--- src/rtl/sdram_rsp_pipe.sv ---
// SDRAM read-data return path: CAS-latency tracking,
// DQ capture and a credit-throttled response FIFO.
module sdram_rsp_pipe #(
  parameter int CAS_LAT    = 2,
  parameter int FIFO_DEPTH = 4,
  parameter int ADDR_W     = 24
) (
  input  logic              clk,
  input  logic              rst_n,
  input  logic              rd_issue,
  input  logic [ADDR_W-1:0] rd_issue_addr,
  input  logic [15:0]       dq_in,
  output logic              rd_credit_ok,
  output logic              rsp_valid,
  input  logic              rsp_ready,
  output logic [15:0]       rsp_rdata,
  output logic [ADDR_W-1:0] rsp_addr,
  output logic              overflow
);

  localparam int NS = CAS_LAT + 1;
  localparam int PW = $clog2(FIFO_DEPTH);
  localparam int CW = PW + 1;
  localparam int IW = $clog2(NS + 1);
  localparam int SW = CW + IW;

  typedef struct packed {
    logic              v;
    logic [ADDR_W-1:0] a;
  } dl_t;

  dl_t               dl_q [NS];
  logic [15:0]       dq_r;
  logic [15:0]       mem_d [FIFO_DEPTH];
  logic [ADDR_W-1:0] mem_a [FIFO_DEPTH];
  logic [PW-1:0]     wr_ptr;
  logic [PW-1:0]     rd_ptr;
  logic [CW-1:0]     count;
  logic              ovf_q;
  logic [IW-1:0]     inflight;

  logic push;
  logic pop;
  logic full;
  logic wr_en;

  assign push  = dl_q[NS-1].v;
  assign pop   = rsp_valid & rsp_ready;
  assign full  = (count == CW'(FIFO_DEPTH));
  assign wr_en = push & (~full | pop);

  // Pad register and CAS-latency delay line
  always_ff @(posedge clk or negedge rst_n) begin
    if (!rst_n) begin
      dq_r <= '0;
      for (int i = 0; i < NS; i++)
        dl_q[i] <= '0;
    end else begin
      dq_r    <= dq_in;
      dl_q[0] <= {rd_issue, rd_issue_addr};
      for (int i = 1; i < NS; i++)
        dl_q[i] <= dl_q[i-1];
    end
  end

  // FIFO storage, written on an accepted capture
  always_ff @(posedge clk or negedge rst_n) begin
    if (!rst_n) begin
      for (int i = 0; i < FIFO_DEPTH; i++) begin
        mem_d[i] <= '0;
        mem_a[i] <= '0;
      end
    end else if (wr_en) begin
      mem_d[wr_ptr] <= dq_r;
      mem_a[wr_ptr] <= dl_q[NS-1].a;
    end
  end

  // Pointers, occupancy and sticky overflow
  always_ff @(posedge clk or negedge rst_n) begin
    if (!rst_n) begin
      wr_ptr <= '0;
      rd_ptr <= '0;
      count  <= '0;
      ovf_q  <= 1'b0;
    end else begin
      if (wr_en)
        wr_ptr <= wr_ptr + PW'(1);
      if (pop)
        rd_ptr <= rd_ptr + PW'(1);
      case ({wr_en, pop})
        2'b10:   count <= count + CW'(1);
        2'b01:   count <= count - CW'(1);
        default: count <= count;
      endcase
      if (push && full && !pop)
        ovf_q <= 1'b1;
    end
  end

  // Number of READs still travelling down the delay line
  always_comb begin
    inflight = '0;
    for (int i = 0; i < NS; i++)
      inflight = inflight + IW'(dl_q[i].v);
  end

  assign rd_credit_ok =
    (SW'(count) + SW'(inflight)) < SW'(FIFO_DEPTH);

  assign rsp_valid = (count != '0);
  assign rsp_rdata = mem_d[rd_ptr];
  assign rsp_addr  = mem_a[rd_ptr];
  assign overflow  = ovf_q;

endmodule

--- config.mk ---
export PLATFORM = sky130hd
export DESIGN_NAME = sdram_rsp_pipe
export DESIGN_NICKNAME = d
export VERILOG_FILES = /design/src/rtl/sdram_rsp_pipe.sv
export SDC_FILE = /design/constraint.sdc
export NUM_CORES = 1
export LEC_CHECK = 0
export CAP_MARGIN = 20
export CORE_ASPECT_RATIO = 1.25
export CORE_UTILIZATION = 59
export CTS_BUF_LIST = sky130_fd_sc_hd__clkbuf_8
export CTS_CLUSTER_SIZE = 12
export DETAILED_ROUTE_END_ITERATION = 6
export MAX_ROUTING_LAYER = met4
export PLACE_DENSITY = 0.89
export SLEW_MARGIN = 40
export SYNTH_ARGS = -nofsm -noshare
export SYNTH_HDL_FRONTEND = slang
export SYNTH_SLANG_ARGS = --single-unit
--- constraint.sdc ---
create_clock -name clk -period 2.5 [get_ports clk]
set_input_delay 0.5 -clock clk [delete_from_list [all_inputs] [get_ports clk]]
set_output_delay 0.5 -clock clk [all_outputs]
set_load 0.05 [all_outputs]
Yosys cells after proc, flatten, opt, wreduce, memory -nomap -nowiden

Index checks and enable logic that the tools add are counted.
W data, S select, Z words.

Equality and inequality tests: 3
Magnitude comparators: 4
Bitwise gates (word level): 6
Reduce and logical (&&, ||, !) cells: 6
Shifts and indexed selects: 0
Mux-type cells: 13
Divide/modulo/power cells: 0
Multipliers: 0
Add/sub/neg operators: 7

Operator list:

| kind                  | count |
|---|---|
| $bwmux W96            | 1 |
| $mux W24              | 3 |
| $bwmux W64            | 1 |
| $bmux W24 S2          | 1 |
| $demux W24 S2         | 1 |
| $mux W16              | 3 |
| $bmux W16 S2          | 1 |
| $demux W16 S2         | 1 |
| $ge A3 B3 Y1 const B  | 2 |
| $not A2 Y3            | 2 |
| $pmux W3 S2           | 1 |
| $add A2 B1 Y2 const B | 2 |
| $add A3 B2 Y4         | 1 |
| $lt A4 B3 Y1 const B  | 1 |
| $add A3 B1 Y3 const B | 1 |
| $eq A3 B3 Y1 const B  | 1 |
| $logic_and A1 B1 Y1   | 3 |
| $lt A3 B1 Y1 const B  | 1 |
| $reduce_bool A3 Y1    | 1 |
| $sub A3 B1 Y3 const B | 1 |
| $add A1 B1 Y2         | 1 |
| $add A2 B1 Y2         | 1 |
| $and A1 B1 Y1         | 2 |
| $eq A2 B1 Y1 const B  | 1 |
| 5 further kinds       | 5 |

Logic and storage cells: 58
Output and inout bits: 43
Bits in writable memories: 0
Register bits: 259
Input bits: 44
Latch bits: 0
Memory bits (read-only): 0
Memories kept: 0

Logic depth before layout (Yosys ltp)

Depth in word-level cells: 6
Depth in mapped cells: 7
Depth with buffers taken out: 6

Least setup slack after synthesis

Ideal clock, no wire load.

Path kind: register -> output
Start point: register dl_q, in the netlist push
End point: output port rd_credit_ok
Required time: 2.000 ns
Cell stages (with the launch flop): 4
Buffers on the path: 0
Arrival: 2.342 ns
Path slack: -0.342 ns
Cell sequence: dfrtp_1 > fa_1 > ha_1 > a311oi_1

Word-level cells in the longest chain between the ends: 3

Ends and longest elaborated chain:

| element                          | line | text |
|---|---|---|
| start: declaration               | 32   | `dl_t dl_q [NS];` |
| start signal: indexed assignment | 62   | `dl_q[i] <= dl_q[i-1];` |
| $add A2 B1 Y2                    | 105  | `inflight = inflight + IW'(dl_q[i].v);` |
| $add A3 B2 Y4                    | 109  | `(SW'(count) + SW'(inflight)) < SW'(FIFO_DEPTH);` |
| $lt A4 B3 Y1                     | 109  |  |
| end: declaration                 | 13   | `output logic rd_credit_ok,` |

No other way between the ends.

Worst setup path in the final report

Start point: register dl_q[49] (netlist name)
End point: output port rd_credit_ok

Word-level cells in the longest chain between the ends: 4

Ends and longest elaborated chain:

| element       | line |
|---|---|
| $add A1 B1 Y2 | 105 |
| $add A2 B1 Y2 | 105 |
| $add A3 B2 Y4 | 109 |
| $lt A4 B3 Y1  | 109 |

No other way between the ends.

==> results.yml <==
cts:
  cts_buffers: 39
  tritoncts_clock_tree: "built"
  worst_skew_pair.late_latency_ps: 530
  clockBufferDepth: 3
  tritoncts_num_sinks: 259
  cts.reportedPaths.clkPinSlew_ps: 60
  ctsHtreeMaxLevel: 2
  ctsRootBufferMaster: "clkbuf_8"
critical_path:
  worst_path_largest_cell_delay_ps: 410
  crit_path_cell_trace: "fa_2, ha_4, a311oi_4, buf_12"
  path_max_fanout: 2
  worstPathArrival_ps: 2100
  critical_path.startpoint_type: "flop"
  count_of_cells_along_the_worst_register_to_register_path: 6
  kind_of_critical_path: "reg -> out"
  required_ps: 2000
  critical_path.slowest_cell: "fa_2"
  crit_path_end_kind: "output pin"
floorplan:
  dieArea_um2: 17000
  chipHeight_um: 145
  dieWidth_um: 117
  initial_utilization: 0.601
  fp-row-count: 52
  pin_count: 87
  core_um2: 16100
sta:
  setup-violations-final: 1
  finClkSkew_ps: 16.0
  finalHoldViolations: 0
  crit_path_setup_slack_layout_ps: -102
  min_tclk_post_route_ps: 2600
  worst-slew-pin-transition_ps: 591
  finalCritPeriodShare: 1.04
  setup_tns_ps: -102
  finalMaxSlewViolations: 0
  worst_case_headroom_to_the_max_slew_limit: 0.606
  grt_setup_unrepaired: "yes"
  achievable-frequency_mhz: 384
job:
  number_of_max_capacitance_violations_reported: 0
synth:
  post_synth_instance_area_um2: 9700
  synth.top_cell.area_share: 0.668
  synth_top_area_cell: "dfrtp_1"
  yosysWarningCount: 0
  synthesis.area_per_instance_um2: 18.0
  post_synth_num_cell_types: 30
  synthCells: 538
  synth_top_cells_by_area: "dfrtp_1 67%, mux2_2 17%, mux4_2 9.3%"
  postSynthNetCount: 589
  seq_area_frac_synth: 0.668
  synth.ff_latch_count: 259
final_layout:
  layout.cells.most_common_list: "257 x dfrtp_1, 148 x mux2_2, 49 x clkbuf_8"
  area_growth_from_synthesis_to_layout_pct: 22.7
  layout.nets: 717
  num_antenna_cells: 0
  utilization: 0.738
  layout-drive-gt1-share: 0.476
  layout_commonest_cell: "dfrtp_1"
min_path:
  hold_path_depth: 0
  min_path_type: "reg -> reg"
placement:
  place_worst_setup_slack_ps: 60.0
  gp_congestion: 0.752
  numPortBuffers: 86
  place_hpwl_mm: 11.7
routing:
  route.detailed.wl_per_inst_um: 20.7
  antenna_violating_nets_remaining: 0
  detailedRoute.firstPassIterationCount: 4
  drt_iter0_markers: 198
  drc: 0
  dr_total_vias: 5110
  wirelength_mm: 18.7
  routed_via_count_divided_by_cell_count: 5.65
global_routing:
  vias_in_the_first_global_route: 6014
  pin_count_of_the_biggest_net_entering_global_routing: 79
  grt_first_pass_wirelength_mm: 31.1
  grt_use_total: 0.252
  gr-total-overflow: 0
  initial_antenna_violation_count: 0
status:
  violated_checks: "setup timing"
  outcome: "finished with violations"
-- path summary, 6_finish.rpt --
check	from	end	slack, ps
max	dl_q[49]	rd_credit_ok	-100
min	dl_q[65]	dl_q[40]	340
max reg2reg	count[0]	count[2]	200
min reg2reg	dl_q[65]	dl_q[40]	340
max in group asynchronous	rst_n	dl_q[64]	1180
min in group asynchronous	rst_n	mem_a[92]	540
-- cell families after synthesis --
kind of cell	share of synthesized area
flip-flops	0.668
multiplexers	0.280
buffers and inverters	0.0161
AND/OR/NAND/NOR	0.0137
AO/OA/AOI/OAI	0.00735
adder cells (fa/ha/maj)	0.0106
XOR/XNOR	0.00451
-- flip-flops by register name, indices dropped and copies added (netlist names) --
name,count
count,3
dq_r,16
rd_ptr,2
dl_q,74
wr_ptr,2
overflow,1
push,1
mem_a,96
mem_d,64
-- repair_timing --
action	in CTS	in global routing
endpoints found under the hold margin	72	0
endpoints found under the setup margin	37	28
resized for setup	9	27
hold buffers	1	0
pin swaps	3	3
gates cloned	2	0
setup buffers	2	6
-- synthesized netlist by cell type (all sizes together) --
library cell,count
a22oi,1
a311oi,1
a31oi,1
a41o,1
and3,1
buf,24
clkbuf,6
dfrtp,259
fa,2
ha,5
inv,5
mux2,161
mux4,40
nand2,5
nand2b,1
nand3,2
nand3b,2
nor2,6
nor4b,2
o211ai,2
o21ai,1
o21ba,1
o32ai,1
or3,2
or3b,1
xnor2,3
xor2,2
-- critical path, delay by kind of cell, from the launching register on --
family	cells	cell delay [ps]
adder cells (fa/ha/maj)	2	640
flip-flops	1	400
AO/OA/AOI/OAI	1	360
buffers and inverters	1	180
-- area by class of cell --
cell class                      count  area, um2
Sequential cell                   259       6490
Fill cell                         958       4230
Multi-Input combinational cell    244       3130
Timing Repair Buffer              117       1260
Clock buffer                       49        674
Tap cell                          216        270
Clock inverter                     15       70.1
Inverter                            5       18.8
-- metrics by stage --
stage	std cells	cell area [um2]	hold slack (ps)
final	905	11900	339
after global routing	905	11900	353
after CTS	901	11800	343
after detailed placement	832	11000	335
after global placement	832	11000	332
after floorplan	538	9710	204
-- metal layers --
layer  up-vias  global-route usage  part of all wire
li1       2198                   -                 -
met1      2749               0.310              0.39
met2       134               0.418              0.55
met3        29              0.0421             0.040
met4         0              0.0930             0.017
met5         -                   -                 0
Power is left out: the tool's default activity adds up to more than one toggle a clock period on the data nets, which glitch-free logic cannot reach.
==> variant: new RTL, same settings <==
Change the parameter `ADDR_W` from 24 to 20.
--- a/src/rtl/sdram_rsp_pipe.sv
+++ b/src/rtl/sdram_rsp_pipe.sv
@@ -4,5 +4,5 @@
   parameter int CAS_LAT    = 2,
   parameter int FIFO_DEPTH = 4,
-  parameter int ADDR_W     = 24
+  parameter int ADDR_W     = 20
 ) (
   input  logic              clk,
Interface: changed (resized rd_issue_addr and rsp_addr); port bits go from 87 to 79. The function was not compared with the original's and may differ.
==> variant against the unedited design <==
- the run ends with design-rule violations, negative setup slack left
- critical path type unchanged
- cell area down 11%
- setup slack better by 0.079 ns
- via count down 10%
- first-iteration DRC count down 22%
- routed wire length down 15%
- final cell count down 11%
- maximum frequency up 3.1%
- synthesized area down 9.4%
- sequential cell count down 28
- synthesized cell count down 10%
Power is not shown: default switching activity piles up to over one toggle a cycle in this logic, so the estimate is an artifact.
==> variant: results (changes against the unedited design) <==
** Logic synthesis
- The flop and latch count out of synthesis came to 231 (was 259).
- Seq/Total Area, Yosys :: 65.7% (was 66.8%)
- Number of unique standard cell types used by synthesis :: 33 (was 30)
- The net count of the mapped netlist was 531 (was 589).
- Cells taking the most area after synthesis :: dfrtp_1 66%, mux2_2 19%, mux4_2 9.2% (was dfrtp_1 67%, mux2_2 17%, mux4_2 9.3%)

** Layout
- Clock buf count :: 47 (was 49)
- The layout filler cell count was 908 (was 958).
- Count of multi-input combinational gates :: 224 (was 244)
- The non-clock buffer instance count of the final layout was 104 (was 117).
- Fraction of layout instances using a drive strength above 1 :: 49.2% (was 47.6%)
- The register share of the cell area was 54.4% (was 54.5%).
- Clock-cell share :: 6.73% (was 6.25%)
- Signal buffers share of area :: 9.74% (was 10.6%)

** Status
- Run status :: finished, violations left (unchanged)
- Violated checks :: design-rule violations, negative setup slack (was negative setup slack)

** Routing
- The residual DRC count is 8 (was 0).
- Met3 Wirelength :: 574 um (was 746 um)
- The wire length per cell after detailed routing is 19.9 um (was 20.7 um).
- First drt pass iteration count :: 6 (was 4)

** Global routing
- Maximum number of pins on one net before global-route repair :: 65 (was 79)
- The global-route usage over all layers came to 23.3% (was 25.2%).
- Met3 capacity usage during global routing :: 4.16% (was 4.21%)
- The met1 usage in global routing is 29.4% (was 31.0%).
- Global-route wire length before repair :: 27100 um (was 31100 um)
- Via count of the first global-routing pass :: 5344 (was 6014)

** Worst setup path
- The data arrival time of the worst path was 2.02 ns (was 2.10 ns).
- Register-to-register setup slack :: 0.24 ns (was 0.20 ns)

** Clock tree
- The worst-skew pair later-pin latency was 0.49 ns (was 0.53 ns).

** STA
- The smallest setup slack after layout was -0.0224 ns (was -0.102 ns).
- The count of endpoints failing setup in the final report was 1 (unchanged).
- The worst relative slew slack is 67.1% (was 60.6%).

** Placement
- Post-DP HPWL :: 10100 um (was 11700 um)
- Routability congestion estimate :: 0.730 (was 0.752)
- The pre-CTS setup slack is 0.0607 ns (was 0.0600 ns).
- Port Buffers :: 78 (was 86)

** Hold path
- The start point of the worst hold path is dl_q[46]$_DFF_PN0_ (was dl_q[65]$_DFF_PN0_).
-- variant: what timing repair did --
item | CTS | global route
gates cloned | 0 | 1
pin swaps | 1 | 0
hold endpoints to repair | 60 | 0
endpoints found under the setup margin | 33 | 12
hold buffers | 1 | 0
gates resized for setup | 4 | 1
setup buffers | 1 | 1
-- variant: logic make-up (layout without fill, tap and decap cells) --
family	after synthesis	after routing	share of synthesized area (%)
flip-flops	231	231	65.7
adder cells (fa/ha/maj)	7	7	1.17
multiplexers	181	181	27.8
AND/OR/NAND/NOR	22	22	1.62
AO/OA/AOI/OAI	9	9	0.811
XOR/XNOR	5	5	0.498
buffers and inverters	29	171	2.36
-- variant: through the flow --
step                util, %  setup TNS (ns)  hold slack (ns)  std cells  cell area, sq um
floorplan                 -               0            0.204        484              8800
global placement       67.9               0            0.332        738              9830
detailed placement     67.9               0            0.335        738              9830
CTS                    73.1         -0.0561            0.343        802             10600
global route           73.5         -0.0776            0.345        804             10600
finish                 73.5         -0.0224            0.341        804             10600
